## src/rtl/usb_rxd.sv

```systemverilog
// usb_rxd: USB receive deserializer; locks on the sync byte, rebuilds payload bytes and reports per-frame status
module usb_rxd #(
  parameter logic [7:0] SYNC_DATA = 8'h01,
  parameter int HUNT_MAX = 32,
  parameter int LEN_W = 10,
  parameter int GUARD_STRIP = 1
) (
  input  logic clk,
  input  logic rst,
  input  logic fire,
  input  logic din,
  output logic [7:0] dout,
  output logic dout_vld,
  output logic dout_sop,
  output logic frame_done,
  output logic [LEN_W-1:0] frame_len,
  output logic frame_err
);
  localparam int CW = $clog2(HUNT_MAX + 1);
  typedef enum logic [2:0] {IDLE, HUNT, DATA, DROP, DONE} state_t;
  state_t state, state_nx;
  logic [6:0] sr;
  logic [7:0] nb, hold;
  logic [CW-1:0] cnt, cnt_inc;
  logic hold_vld, err, sync_hit, hunt_to, byte_done, fall, emit;
  logic [LEN_W-1:0] byte_cnt;
  assign nb = {sr, din};
  assign cnt_inc = cnt + CW'(1);
  assign sync_hit = state == HUNT && fire && cnt_inc >= CW'(8) && nb == SYNC_DATA;
  assign hunt_to = state == HUNT && fire && !sync_hit && cnt_inc >= CW'(HUNT_MAX);
  assign byte_done = state == DATA && fire && cnt[2:0] == 3'd7;
  assign fall = state == DATA && !fire;
  // a held byte goes out once its successor completes, or at frame end when the last byte is payload
  assign emit = hold_vld && (byte_done || (fall && GUARD_STRIP == 0));
  always_comb begin
    state_nx = state;
    case (state)
      IDLE: state_nx = fire ? HUNT : IDLE;
      HUNT: state_nx = !fire ? DONE : sync_hit ? DATA : hunt_to ? DROP : HUNT;
      DATA, DROP: state_nx = fire ? state : DONE;
      default: state_nx = IDLE;
    endcase
  end
  always_ff @(posedge clk or negedge rst)
    if (!rst) state <= IDLE;
    else state <= state_nx;
  always_ff @(posedge clk or negedge rst)
    if (!rst) begin
      sr <= '0;
      hold <= '0;
      cnt <= '0;
      hold_vld <= 1'b0;
      err <= 1'b0;
      byte_cnt <= '0;
      dout <= '0;
      dout_vld <= 1'b0;
      dout_sop <= 1'b0;
      frame_done <= 1'b0;
      frame_len <= '0;
      frame_err <= 1'b0;
    end else begin
      dout_vld <= emit;
      dout_sop <= emit && byte_cnt == '0;
      frame_done <= state == DONE;
      if (emit) begin
        dout <= hold;
        if (byte_cnt != '1) byte_cnt <= byte_cnt + 1'b1;
      end
      if (fire && (state == IDLE || state == HUNT || state == DATA)) sr <= nb[6:0];
      if (state == IDLE) cnt <= CW'(1);
      if (state == HUNT && fire) cnt <= sync_hit ? '0 : cnt_inc;
      if (state == DATA && fire) cnt <= byte_done ? '0 : cnt_inc;
      if (byte_done) begin
        hold <= nb;
        hold_vld <= 1'b1;
      end
      if ((state == HUNT && (!fire || hunt_to)) || (fall && cnt != '0)) err <= 1'b1;
      if (state == DONE) begin
        frame_len <= byte_cnt;
        frame_err <= err;
        byte_cnt <= '0;
        err <= 1'b0;
        hold_vld <= 1'b0;
      end
    end
endmodule

```

## config.mk

```make
export PLATFORM = sky130hd
export DESIGN_NAME = usb_rxd
export DESIGN_NICKNAME = d
export VERILOG_FILES = /design/src/rtl/usb_rxd.sv
export SDC_FILE = /design/constraint.sdc
export NUM_CORES = 1
export LEC_CHECK = 0
export BUFFER_PORTS_ARGS = -buffer_cell sky130_fd_sc_hd__buf_2
export CORE_MARGIN = 10
export CORE_UTILIZATION = 31
export DETAILED_ROUTE_END_ITERATION = 8
export GPL_TIMING_DRIVEN = 0
export SKIP_LAST_GASP = 1
export SLEW_MARGIN = 40
export SYNTH_ARGS = -nofsm -noshare
export SYNTH_HDL_FRONTEND = slang
export SYNTH_SLANG_ARGS = --single-unit
```

## constraint.sdc

```tcl
create_clock -name clk -period 2.15 [get_ports clk]
set_input_delay 0.43 -clock clk [delete_from_list [all_inputs] [get_ports clk]]
set_output_delay 0.43 -clock clk [all_outputs]
set_load 0.05 [all_outputs]
```

Word level (Yosys, flattened, before mapping) --
Cells that the tools add are included.
Storage, ports and cells: register bits 58, output and inout port bits 22
Operators by class: add/subtract/negate cells 2, magnitude comparators 2, equality and inequality tests 8, multiplexer cells 18, reduce and logical (&&, ||, !) cells 29
Operator list (number):
- 10-bit two-way mux | 3
- 6-bit two-way mux | 5
- 1-bit logical AND | 13
- 10-bit by 1-bit adder with 10-bit output, second input constant | 1
- 10-bit logical NOT | 1
- 10-bit != test, second input constant | 1
- 3-bit case mux with 3 select lines | 1
- 8-bit by 1-bit equality test with 1-bit output, second input constant | 1
- 2-bit nonzero test | 4
- 6-bit by 1-bit adder with 6-bit output, second input constant | 1
- 3-bit by 2-bit equality test with 1-bit output, second input constant | 2
- 3-bit equality test, second input constant | 2
- 6-bit by 4-bit greater-or-equal comparator with 1-bit output, second input constant | 1
- 6-bit greater-or-equal comparator, second input constant | 1
- 3-bit two-way mux | 2
- 6-bit nonzero test | 1
- 1-bit two-way mux | 5
- 1-bit logical OR | 4
- 2-bit two-way mux | 2
- 3-bit by 1-bit equality test with 1-bit output, second input constant | 1
- 3-bit logical NOT | 1
- 3-bit nonzero test | 1
- 1-bit logical NOT | 2
- 2-bit != test, second input constant | 1
- other kinds (2) | 2

Logic depth before layout (Yosys ltp) --
Gate-level depths: netlist of the first run.
word-level depth 12, depth in mapped cells 7, gate-level depth less buffers 7

Worst setup path before layout of the first run --
No wires, ideal clock.
path type reg2reg, start reg cnt[0], end reg dout[0], setup time 0.128 ns, arrival time 1.638 ns, data required time 2.022 ns, slack 0.385 ns, cell stages (with the launch flop) 7, buffers on the path 2, cell sequence dfrtp_1 ha_1 ha_1 and3_1 buf_4 buf_4 mux2_1
Between the ends: cells in the longest elaborated chain, start to end 3
RTL lines:
- from (decl) | RTL line 24 | logic [CW-1:0] cnt, cnt_inc;
- from (signal assigned) | RTL line 71 | if (state == HUNT && fire) cnt <= sync_hit ? '0 : cnt_inc;
- from (signal assigned) | RTL line 72 | if (state == DATA && fire) cnt <= byte_done ? '0 : cnt_inc;
- 3-bit equality test | RTL line 31 | assign byte_done = state == DATA && fire && cnt[2:0] == 3'd7;
- 1-bit logical AND | RTL line 31
- 1-bit logical AND | RTL line 34 | assign emit = hold_vld && (byte_done || (fall && GUARD_STRIP == 0));
- named net emit | RTL line 25 | logic hold_vld, err, sync_hit, hunt_to, byte_done, fall, emit;
- to (signal assigned) | RTL line 66 | dout <= hold;
- to (decl) | RTL line 12 | output logic [7:0] dout,
The timed path passes the listed nets, and every way through them passes these cells. A chain may end at the register's enable or synchronous reset.

Worst setup path after layout of the first run --
start reg cnt[1], end reg dout[0]
Same word-level chain as after synthesis.

==> out/qor.txt, run 1 <==
Result of the run - completed
# nets final - 275
Sequential cell area fraction in the yosys report - 55.64%
Drt first pass iters - 4
Number of slew-limit violations in the final report - 0
Syn nets - 239
Top library cells by usage in the layout, fill and taps aside - 57 x sky130_fd_sc_hd__dfrtp_1, 38 x sky130_fd_sc_hd__nand2_1, 25 x sky130_fd_sc_hd__buf_2, 15 x sky130_fd_sc_hd__mux2_2, 12 x sky130_fd_sc_hd__nor2_1
Place WS - 0.1558 ns
Max incr delay on CP - 0.45 ns
CTS buffer count - 9
Worst Setup Slack, final - 0.1909 ns
Worst Setup Start Kind - register
Synthesis-stage register bit count - 58
Layout Cell Area excl Fill - 3073 µm²
Depth of the CTS H-tree - 3
Required time of the critical path - 2.38 ns
Post-route setup TNS - 0 ns
Commonest non-fill, non-tap cell in the layout - sky130_fd_sc_hd__dfrtp_1
Critical-path maximum fanout - 10
Synth warn - 0
Total inserted antenna cells - 0
Count of filler cells inserted in the layout - 827
Clock transition time at the flip-flop clock pins of the worst setup and hold paths - 0.07 ns
Overall die width - 111.7 µm
Combined area of all synthesized cells - 2609 µm²
Series of cell instances along the critical path - ha_1 -> ha_1 -> and3_1 -> buf_4 -> buf_4 -> mux2_1
Input/output buffers - 25
Final HPWL from detailed placement - 3489 µm
Proportion of layout cells with a drive suffix above 1 - 24.72%
Via count normalized by instance count - 4.835
Number of setup violations in the final report - 0
Total vias in the final route - 1818
Boundary Pins - 26
Area after DPL - 2868 µm²
Transition time at the pin with the least slew margin - 0.7138 ns
Worst ir drop on vdd - 0.0003330 V
Post-CTS setup repair buffer count - 0
Achievable clock frequency - 510.4 MHz
Cell count after synthesis - 230
CTS-repair resized insts - 0
Per-instance average area after synthesis - 11.34 µm²
Area of the die - 12480 µm²
Endpoints failing hold - 0
Weighted congestion reported at the end of routability-driven placement - 0.8458
WP data arrival - 2.19 ns
Max clock buf depth - 2
Violation count after the first detailed-routing iteration - 94
Die Ht - 111.7 µm
Floorplan core area - 8217 µm²
GRT Util Overall - 8.338%
Leak Pwr - 1.532 nW
Vias in the first global route - 1791
Number of max-capacitance violations reported - 0
Element type at the critical path end - register
Unrepaired setup endpoints after global routing - no
Min cycle time layout - 1.959 ns
Cell with the biggest individual delay on the critical path - sky130_fd_sc_hd__dfrtp_1
Startpoint of the worst register-to-register path - cnt[1]$_DFFE_PN0P_
Category of the critical setup timing path - register to register
End-of-flow core utilization - 37.40%
CTS Sinks - 58
Setup Skew - 0.007734 ns
DRC - 0
Count of different cell masters after synthesis - 46
Detail Route Antenna Nets - 0
Number of antenna violations at the first check in global routing - 0
Overflow left after global routing - 0
CP Buf/Inv Count - 2
Largest delay contributor family on the critical path - adder cells
Length in cells of the worst reg-to-reg path - 6
Reg-to-reg slack, setup - 0.19 ns
CTS Root Cell - sky130_fd_sc_hd__clkbuf_8
Wire length after detailed routing - 5010 µm
Fraction of the cycle the final worst path needs - 91.12%
Largest net degree at the start of global routing - 59
Layout-stage area growth over the synthesis result - 17.79%
Hold-fix buffers, CTS - 0
Worst skew pair latency - 0.34 ns
Relative slew slack - 52.41%
R2r endpoint - dout[0]$_DFFE_PN0P_
Cell row count - 33
Wire length per cell - 13.32 µm
Power density relative to cell area - 798.7 nW/µm²
CTS tree - done
Effective utilization at floorplan - 31.75%
Type of the tightest min-delay check - input pin to async pin
Wire length of the first global-routing pass - 8583 µm
==> cell usage after synthesis, drive strengths merged <==
cell type / n / area (µm²)
dfrtp: 58 / 1451
nand2: 38 / 142.6
mux2: 23 / 259.0
nor2: 12 / 45.04
o21ai: 9 / 45.04
inv: 8 / 30.03
nor3: 6 / 30.03
a31oi: 5 / 31.28
and3: 5 / 36.28
buf: 5 / 27.52
ha: 5 / 62.56
nand4: 5 / 31.28
mux2i: 4 / 40.04
nand3: 4 / 20.02
xor2: 4 / 35.03
a21oi: 3 / 15.01
a22o: 3 / 26.28
nand2b: 3 / 26.27
nand4b: 3 / 26.28
nor4: 3 / 18.77
a31o: 2 / 17.52
and4bb: 2 / 25.02
clkbuf: 2 / 7.510
nor2b: 2 / 12.51
or2: 2 / 12.52
xnor2: 2 / 17.52
a2111oi: 1 / 27.53
a21o: 1 / 7.510
a221oi: 1 / 8.760
a311oi: 1 / 8.760
and2b: 1 / 7.510
and4: 1 / 8.760
nand3b: 1 / 7.510
nor4b: 1 / 8.760
o211ai: 1 / 7.510
o221ai: 1 / 8.760
o31a: 1 / 8.760
or3: 1 / 6.260
==> final cells by class <==
type | count | area (µm²) | area share (%)
clock inverters | 6 | 66.31 | 2.158
inverters | 8 | 30.03 | 0.9772
clock buffers | 10 | 137.6 | 4.479
repair buffers | 25 | 127.6 | 4.153
well taps | 105 | 131.4 | 4.275
flip-flops and latches | 58 | 1453 | 47.27
multi-input cells | 157 | 1092 | 35.55
plain buffers | 7 | 35.03 | 1.140
==> per-stage QoR <==
step | power (mW) | std cells | hold WS, ns
floorplan | 1.389 | 230 | 0.1344
global placement | 1.464 | 360 | 0.4575
detailed placement | 1.469 | 360 | 0.4596
CTS | 2.496 | 376 | 0.1674
global route | 2.572 | 376 | 0.2040
finish | 2.454 | 376 | 0.1527
==> worst register-to-register path, cell delays in order (launching register included) <==
cell and delay (ns):
sky130_fd_sc_hd__dfrtp_1 0.45, sky130_fd_sc_hd__ha_1 0.25, sky130_fd_sc_hd__ha_1 0.27, sky130_fd_sc_hd__and3_1 0.18
sky130_fd_sc_hd__buf_4 0.14, sky130_fd_sc_hd__buf_4 0.21, sky130_fd_sc_hd__mux2_1 0.34
==> registers in the layout, indices dropped and copies added (netlist names) <==
register and count:
byte_cnt 10, cnt 6, dout 8, dout_sop 1, dout_vld 1, err 1
frame_done 1, frame_err 1, frame_len 10, hold 8, hold_vld 1, sr 7
state 3
==> power by group <==
group          total (mW)  switching (mW)  leakage, nW  internal (mW)
sequential           1.23          0.0649        0.783           1.16
clock                1.01           0.446       0.0945          0.565
combinational       0.215           0.132        0.654         0.0827
total                2.45           0.643         1.53           1.81
==> worst max path at each step <==
stage	start	to	slack, ns	depth (start not counted)
after floorplan	cnt[0]$_DFFE_PN0P_	dout[0]$_DFFE_PN0P_	0.38	6
after global placement	cnt[0]$_DFFE_PN0P_	dout[0]$_DFFE_PN0P_	0.19	6
after detailed placement	cnt[0]$_DFFE_PN0P_	dout[0]$_DFFE_PN0P_	0.16	6
after CTS	cnt[0]$_DFFE_PN0P_	dout[0]$_DFFE_PN0P_	0.15	6
after global routing	cnt[1]$_DFFE_PN0P_	byte_cnt[9]$_DFFE_PN0P_	0.03	7
final	cnt[1]$_DFFE_PN0P_	dout[0]$_DFFE_PN0P_	0.19	6
==> per-layer routing <==
layer / vias to the layer above / share of wire, % / global-route usage, %
met2: 37 / 46 / 12.78
met4: 0 / 2.0 / 4.370
met5: - / 0 / 0
met3: 9 / 6.9 / 3.918
li1: 896 / - / -
met1: 876 / 45 / 9.479
==> kinds of logic after synthesis <==
family / synth area share [%]
AND/OR/NAND/NOR: 17.84
flip-flops: 55.64
AO/OA/AOI/OAI: 8.154
multiplexers: 11.46
buffers and inverters: 2.494
XOR/XNOR: 2.014
adder cells (fa/ha/maj): 2.398
No activity file was read; power rests on OpenSTA's default activity.
==> inputs of run 2 (changes only) <==
CTS_BUF_LIST = sky130_fd_sc_hd__clkbuf_8   (was not set)
PLACE_DENSITY = 0.44   (was not set)
==> run 2 against run 1 <==
Die area stayed put. Via count down 1.7%. Worst hold slack got worse by 0.11 ns. Sequential cell count stayed put. Final cell count unchanged. Core utilization is 0.11 points higher. Critical endpoint is now dout[1]$_DFFE_PN0P_. Critical path type unchanged. Sequential share of layout area fell by 0.17 points. Clock power rose by 6%. Fmax is 1.1% lower. Sequential power barely moved.
==> out/qor.txt, run 2 (synthesis gave the netlist of run 1 again) <==
Result of the run - completed
CTS-repair resized insts - 0
Critical-path maximum fanout - 10
Number of instances in the placed design - 360
Relative contribution of the clock network to total power - 42.6%
DRC - 0
Transition time at the pin with the least slew margin - 0.5409 ns
Worst ir drop on vdd - 0.0003501 V
Weighted congestion reported at the end of routability-driven placement - 0.7910
Commonest non-fill, non-tap cell in the layout - sky130_fd_sc_hd__dfrtp_1
Leak Pwr - 1.543 nW
Proportion of layout cells with a drive suffix above 1 - 24.35%
Type of the tightest min-delay check - input pin to async pin
Depth of the CTS H-tree - 3
Element type at the critical path end - register
Cell row count - 33
CTS tree - done
Fin cells - 376
Endpoints failing hold - 0
Setup Skew - 0.01287 ns
Drt first pass iters - 4
Layout Cell Area excl Fill - 3082 µm²
Clock transition time at the flip-flop clock pins of the worst setup and hold paths - 0.08 ns
# nets final - 275
Number of slew-limit violations in the final report - 0
Hold-fix buffers, CTS - 0
Relative slew slack - 63.94%
WP data arrival - 2.20 ns
Number of setup violations in the final report - 0
Achievable clock frequency - 504.6 MHz
Wire length after detailed routing - 5321 µm
CTS Root Cell - sky130_fd_sc_hd__clkbuf_8
Int Pwr - 1.826 mW
Via count normalized by instance count - 4.753
Required time of the critical path - 2.37 ns
Detail Route Antenna Nets - 0
CTS Sinks - 58
Worst Setup Start Kind - register
Min cycle time layout - 1.982 ns
R2r endpoint - dout[1]$_DFFE_PN0P_
Length in cells of the worst reg-to-reg path - 6
Final HPWL from detailed placement - 3633 µm
Number of max-capacitance violations reported - 0
Area after DPL - 2868 µm²
Vias in the first global route - 1896
Floorplan core area - 8217 µm²
Worst Setup Slack, final - 0.1682 ns
End-of-flow core utilization - 37.51%
Overflow left after global routing - 0
Count of filler cells inserted in the layout - 850
Max clock buf depth - 2
Part of the total power dissipated in sequential elements - 48.8%
Fraction of the cycle the final worst path needs - 92.18%
Layout-stage area growth over the synthesis result - 18.13%
Post-route setup TNS - 0 ns
Place WS - 0.1369 ns
Wire length of the first global-routing pass - 9473 µm
Number of antenna violations at the first check in global routing - 0
Power density relative to cell area - 816.7 nW/µm²
Area of the die - 12480 µm²
Die Ht - 111.7 µm
Violation count after the first detailed-routing iteration - 41
GRT Util Overall - 9.103%
Category of the critical setup timing path - register to register
Unrepaired setup endpoints after global routing - no
Input/output buffers - 25
Total inserted antenna cells - 0
Overall die width - 111.7 µm
Wire length per cell - 14.15 µm
Top library cells by usage in the layout, fill and taps aside - 58 x sky130_fd_sc_hd__dfrtp_1, 38 x sky130_fd_sc_hd__nand2_1, 25 x sky130_fd_sc_hd__buf_2, 15 x sky130_fd_sc_hd__mux2_2, 12 x sky130_fd_sc_hd__nor2_1
Boundary Pins - 26
Total vias in the final route - 1787
Proportion of power drawn by combinational gates - 8.5%
Reg-to-reg slack, setup - 0.17 ns
Largest net degree at the start of global routing - 59
CTS buffer count - 9
Largest registers ranked by flip-flop count - byte_cnt (10), frame_len (10)
Power dissipated by switching net loads - 690.7 µW
Effective utilization at floorplan - 31.75%
Post-CTS setup repair buffer count - 0
Startpoint of the worst register-to-register path - cnt[0]$_DFFE_PN0P_
Switching share of power - 27.44%
Worst skew pair latency - 0.34 ns
[run 2: cell types whose count changed in the layout (fill, tap and decap cells not counted)]
cell | before | now
sky130_fd_sc_hd__clkinvlp_4 | 3 | 1
sky130_fd_sc_hd__buf_6 | 0 | 1
sky130_fd_sc_hd__dfrtp_1 | 57 | 58
sky130_fd_sc_hd__dfrtp_2 | 1 | 0
sky130_fd_sc_hd__clkinv_2 | 1 | 0
sky130_fd_sc_hd__inv_6 | 0 | 3
sky130_fd_sc_hd__buf_4 | 3 | 2
[run 2: cell type report]
type	count	area (µm²)	share of cell area (%)
clock buffer	10	137.6	4.466
buffer	7	35.03	1.137
timing repair buffer	25	131.4	4.263
clock inverter	6	72.57	2.355
multi-input combinational	157	1092	35.44
inverter	8	30.03	0.9744
sequential	58	1451	47.10
tap	105	131.4	4.263
[run 2: metal layers]
metal,wire length [µm],vias up,global-route usage (%)
li1,-,885,-
met1,2558,855,11.33
met2,2421,37,13.71
met3,253,10,2.952
met4,88,0,4.799
met5,0,-,0
[run 2: worst max path at each step]
stage / startpoint / end / slack [ns] / depth (start not counted)
after floorplan: cnt[0]$_DFFE_PN0P_ / dout[0]$_DFFE_PN0P_ / 0.38 / 6
after global placement: cnt[0]$_DFFE_PN0P_ / dout[1]$_DFFE_PN0P_ / 0.13 / 6
after detailed placement: cnt[0]$_DFFE_PN0P_ / dout[6]$_DFFE_PN0P_ / 0.14 / 6
after CTS: cnt[0]$_DFFE_PN0P_ / dout[1]$_DFFE_PN0P_ / 0.12 / 6
after global routing: cnt[0]$_DFFE_PN0P_ / byte_cnt[9]$_DFFE_PN0P_ / 0.05 / 7
final: cnt[0]$_DFFE_PN0P_ / dout[1]$_DFFE_PN0P_ / 0.17 / 6
[run 2: metrics by stage]
stage,hold WS [ns],power (mW)
6_report,0.04433,2.517
5_1_grt,0.08508,2.651
4_1_cts,0.1861,2.560
3_5_place_dp,0.4579,1.472
3_3_place_gp,0.4535,1.473
2_1_floorplan,0.1344,1.389
[run 2: power by group through the flow]
stage / registers, mW / logic [mW] / clock network, mW
detailed placement: 1.25 / 0.220 / 0
floorplan: 1.27 / 0.115 / 0
global route: 1.24 / 0.241 / 1.17
finish: 1.23 / 0.215 / 1.07
CTS: 1.23 / 0.221 / 1.11
global placement: 1.25 / 0.219 / 0
[run 2: critical path, cell delays in order (launching register included)]
cell                      delay, ns
sky130_fd_sc_hd__dfrtp_1       0.47
sky130_fd_sc_hd__ha_1          0.26
sky130_fd_sc_hd__ha_1          0.27
sky130_fd_sc_hd__and3_1        0.17
sky130_fd_sc_hd__buf_4         0.14
sky130_fd_sc_hd__buf_4         0.20
sky130_fd_sc_hd__mux2_1        0.33
==> inputs of run 3 (changes only) <==
SETUP_SLACK_MARGIN = 0.5   (was not set)
==> run 3 against run 2 <==
Die area stayed put. Register-to-register slack better by 0.27 ns. First-iteration DRC count is 130% higher. Fmax is 16% higher. Worst hold slack better by 0.013 ns.
==> out/qor.txt, run 3 (synthesis gave the netlist of run 1 again) <==
Result of the run - completed
Worst Setup Start Kind - register
Most common cell type on the critical path - sky130_fd_sc_hd__and3_4
Clock transition time at the flip-flop clock pins of the worst setup and hold paths - 0.07 ns
Transition time at the pin with the least slew margin - 0.4944 ns
Weighted congestion reported at the end of routability-driven placement - 0.7872
Relative slew slack - 67.04%
Wire length after detailed routing - 5729 µm
Top library cells by usage in the layout, fill and taps aside - 53 x sky130_fd_sc_hd__dfrtp_1, 37 x sky130_fd_sc_hd__nand2_1, 26 x sky130_fd_sc_hd__buf_2, 16 x sky130_fd_sc_hd__buf_4, 15 x sky130_fd_sc_hd__mux2_2
Relative contribution of the clock network to total power - 37.1%
CP Buf/Inv Count - 1
Max incr delay on CP - 0.43 ns
CTS Sinks - 58
Leak Pwr - 1.638 nW
Total vias in the final route - 1894
Type of the tightest min-delay check - input pin to async pin
Element type at the critical path end - register
Number of setup violations in the final report - 0
Power density relative to cell area - 727.0 nW/µm²
Achievable clock frequency - 583.8 MHz
Worst skew pair latency - 0.34 ns
Total inserted antenna cells - 0
Unrepaired setup endpoints after global routing - yes
Series of cell instances along the critical path - and4bb_2 -> and3_4 -> buf_6 -> and3_4 -> a31oi_1 -> a311oi_1
CTS Root Cell - sky130_fd_sc_hd__clkbuf_8
Detail Route Antenna Nets - 0
DRC - 0
Layout-stage area growth over the synthesis result - 28.11%
Critical-path maximum fanout - 5
End-of-flow core utilization - 40.67%
Vias in the first global route - 1952
Effective utilization at floorplan - 31.75%
Wire length per cell - 14.54 µm
Overflow left after global routing - 0
Switching share of power - 28.13%
Number of slew-limit violations in the final report - 0
Post-route setup TNS - 0 ns
Commonest non-fill, non-tap cell in the layout - sky130_fd_sc_hd__dfrtp_1
Wire length of the first global-routing pass - 9846 µm
Int Pwr - 1.746 mW
Cell with the biggest individual delay on the critical path - sky130_fd_sc_hd__dfrtp_2
Violation count after the first detailed-routing iteration - 93
Area of the die - 12480 µm²
Min cycle time layout - 1.713 ns
Layer with the highest usage after global routing - met2
Fraction of the cycle the final worst path needs - 79.67%
GRT Util Overall - 9.497%
Power after layout - 2.430 mW
Required time of the critical path - 2.39 ns
Number of max-capacitance violations reported - 0
Overall die width - 111.7 µm
Category of the critical setup timing path - register to register
Largest net degree at the start of global routing - 36
Hold-fix buffers, CTS - 0
Max clock buf depth - 2
Endpoints failing hold - 0
Depth of the CTS H-tree - 3
WP data arrival - 1.96 ns
Via count normalized by instance count - 4.807
Final HPWL from detailed placement - 3799 µm
Floorplan core area - 8217 µm²
Boundary Pins - 26
Number of antenna violations at the first check in global routing - 0
CTS tree - done
# nets final - 293
Cell row count - 33
Input/output buffers - 25
Worst ir drop on vdd - 0.0003331 V
Largest registers ranked by flip-flop count - byte_cnt (10), frame_len (10)
Part of the total power dissipated in sequential elements - 50.7%
Global routing met3 resource utilization - 2.684%
Die Ht - 111.7 µm
Met1 track utilization from global routing - 12.51%
Drt first pass iters - 4
Largest delay contributor family on the critical path - simple AND/OR/NAND/NOR gates
Proportion of power drawn by combinational gates - 12.2%
Setup Skew - 0.01023 ns
Proportion of layout cells with a drive suffix above 1 - 38.06%
Met2 Resource Use GR - 13.33%
Power dissipated by switching net loads - 683.5 µW
CTS buffer count - 9
-- run 3: final cells by class --
type                    instances  area [µm²]
flip-flops and latches         58        1458
plain buffers                   7       58.81
clock buffers                  10       137.6
fillers                       821        4875
well taps                     105       131.4
repair buffers                 43       290.3
inverters                       8       30.03
multi-input cells             157        1194
clock inverters                 6       42.54
-- run 3: power groups by stage --
stage	clock, mW	combinational [mW]	sequential, mW
detailed placement	0	0.232	1.25
global placement	0	0.225	1.25
finish	0.902	0.296	1.23
CTS	0.948	0.299	1.23
floorplan	0	0.119	1.28
global route	1.00	0.330	1.24
-- run 3: worst register-to-register path, delay by kind of cell, from the launching register on --
family                 cells  cell delay, ns
AO/OA/AOI/OAI              2            0.33
buffers and inverters      1            0.12
flip-flops                 1            0.43
AND/OR/NAND/NOR            3            0.74
-- run 3: worst paths after layout --
path	from	to	slack, ns	cells after the start
min in group clk	fire	state[2]$_DFFE_PN0P_	0.31	2
min reg2reg	frame_len[9]$_DFFE_PN0P_	frame_len[9]$_DFFE_PN0P_	0.47	2
max in group asynchronous	rst	sr[5]$_DFFE_PN0P_	1.60	2
max reg2reg	state[2]$_DFFE_PN0P_	byte_cnt[9]$_DFFE_PN0P_	0.44	6
min	rst	dout[0]$_DFFE_PN0P_	0.06	1
max	state[2]$_DFFE_PN0P_	byte_cnt[9]$_DFFE_PN0P_	0.44	6
-- run 3: metrics by stage --
step | hold WS (ns) | worst slack (ns) | area (µm²) | instances
3_3_place_gp | 0.4570 | 0.2969 | 2894 | 360
4_1_cts | 0.05802 | 0.4197 | 3272 | 391
2_1_floorplan | 0.1344 | 0.5231 | 2638 | 230
6_report | 0.05699 | 0.4370 | 3342 | 394
5_1_grt | 0.06648 | 0.3739 | 3342 | 394
3_5_place_dp | 0.4402 | 0.3114 | 2924 | 361
-- run 3: timing repair --
item | 4_1_cts | 5_1_grt
pin swaps | 6 | 8
setup buffers | 14 | 3
resized for setup | 18 | 16
endpoints found under the setup margin | 43 | 45
cloned | 0 | 0
-- run 3: routing by layer --
layer	routed length, µm	vias to the layer above
li1	-	922
met1	2751	937
met2	2641	31
met3	270	4
met4	66	0
met5	0	-
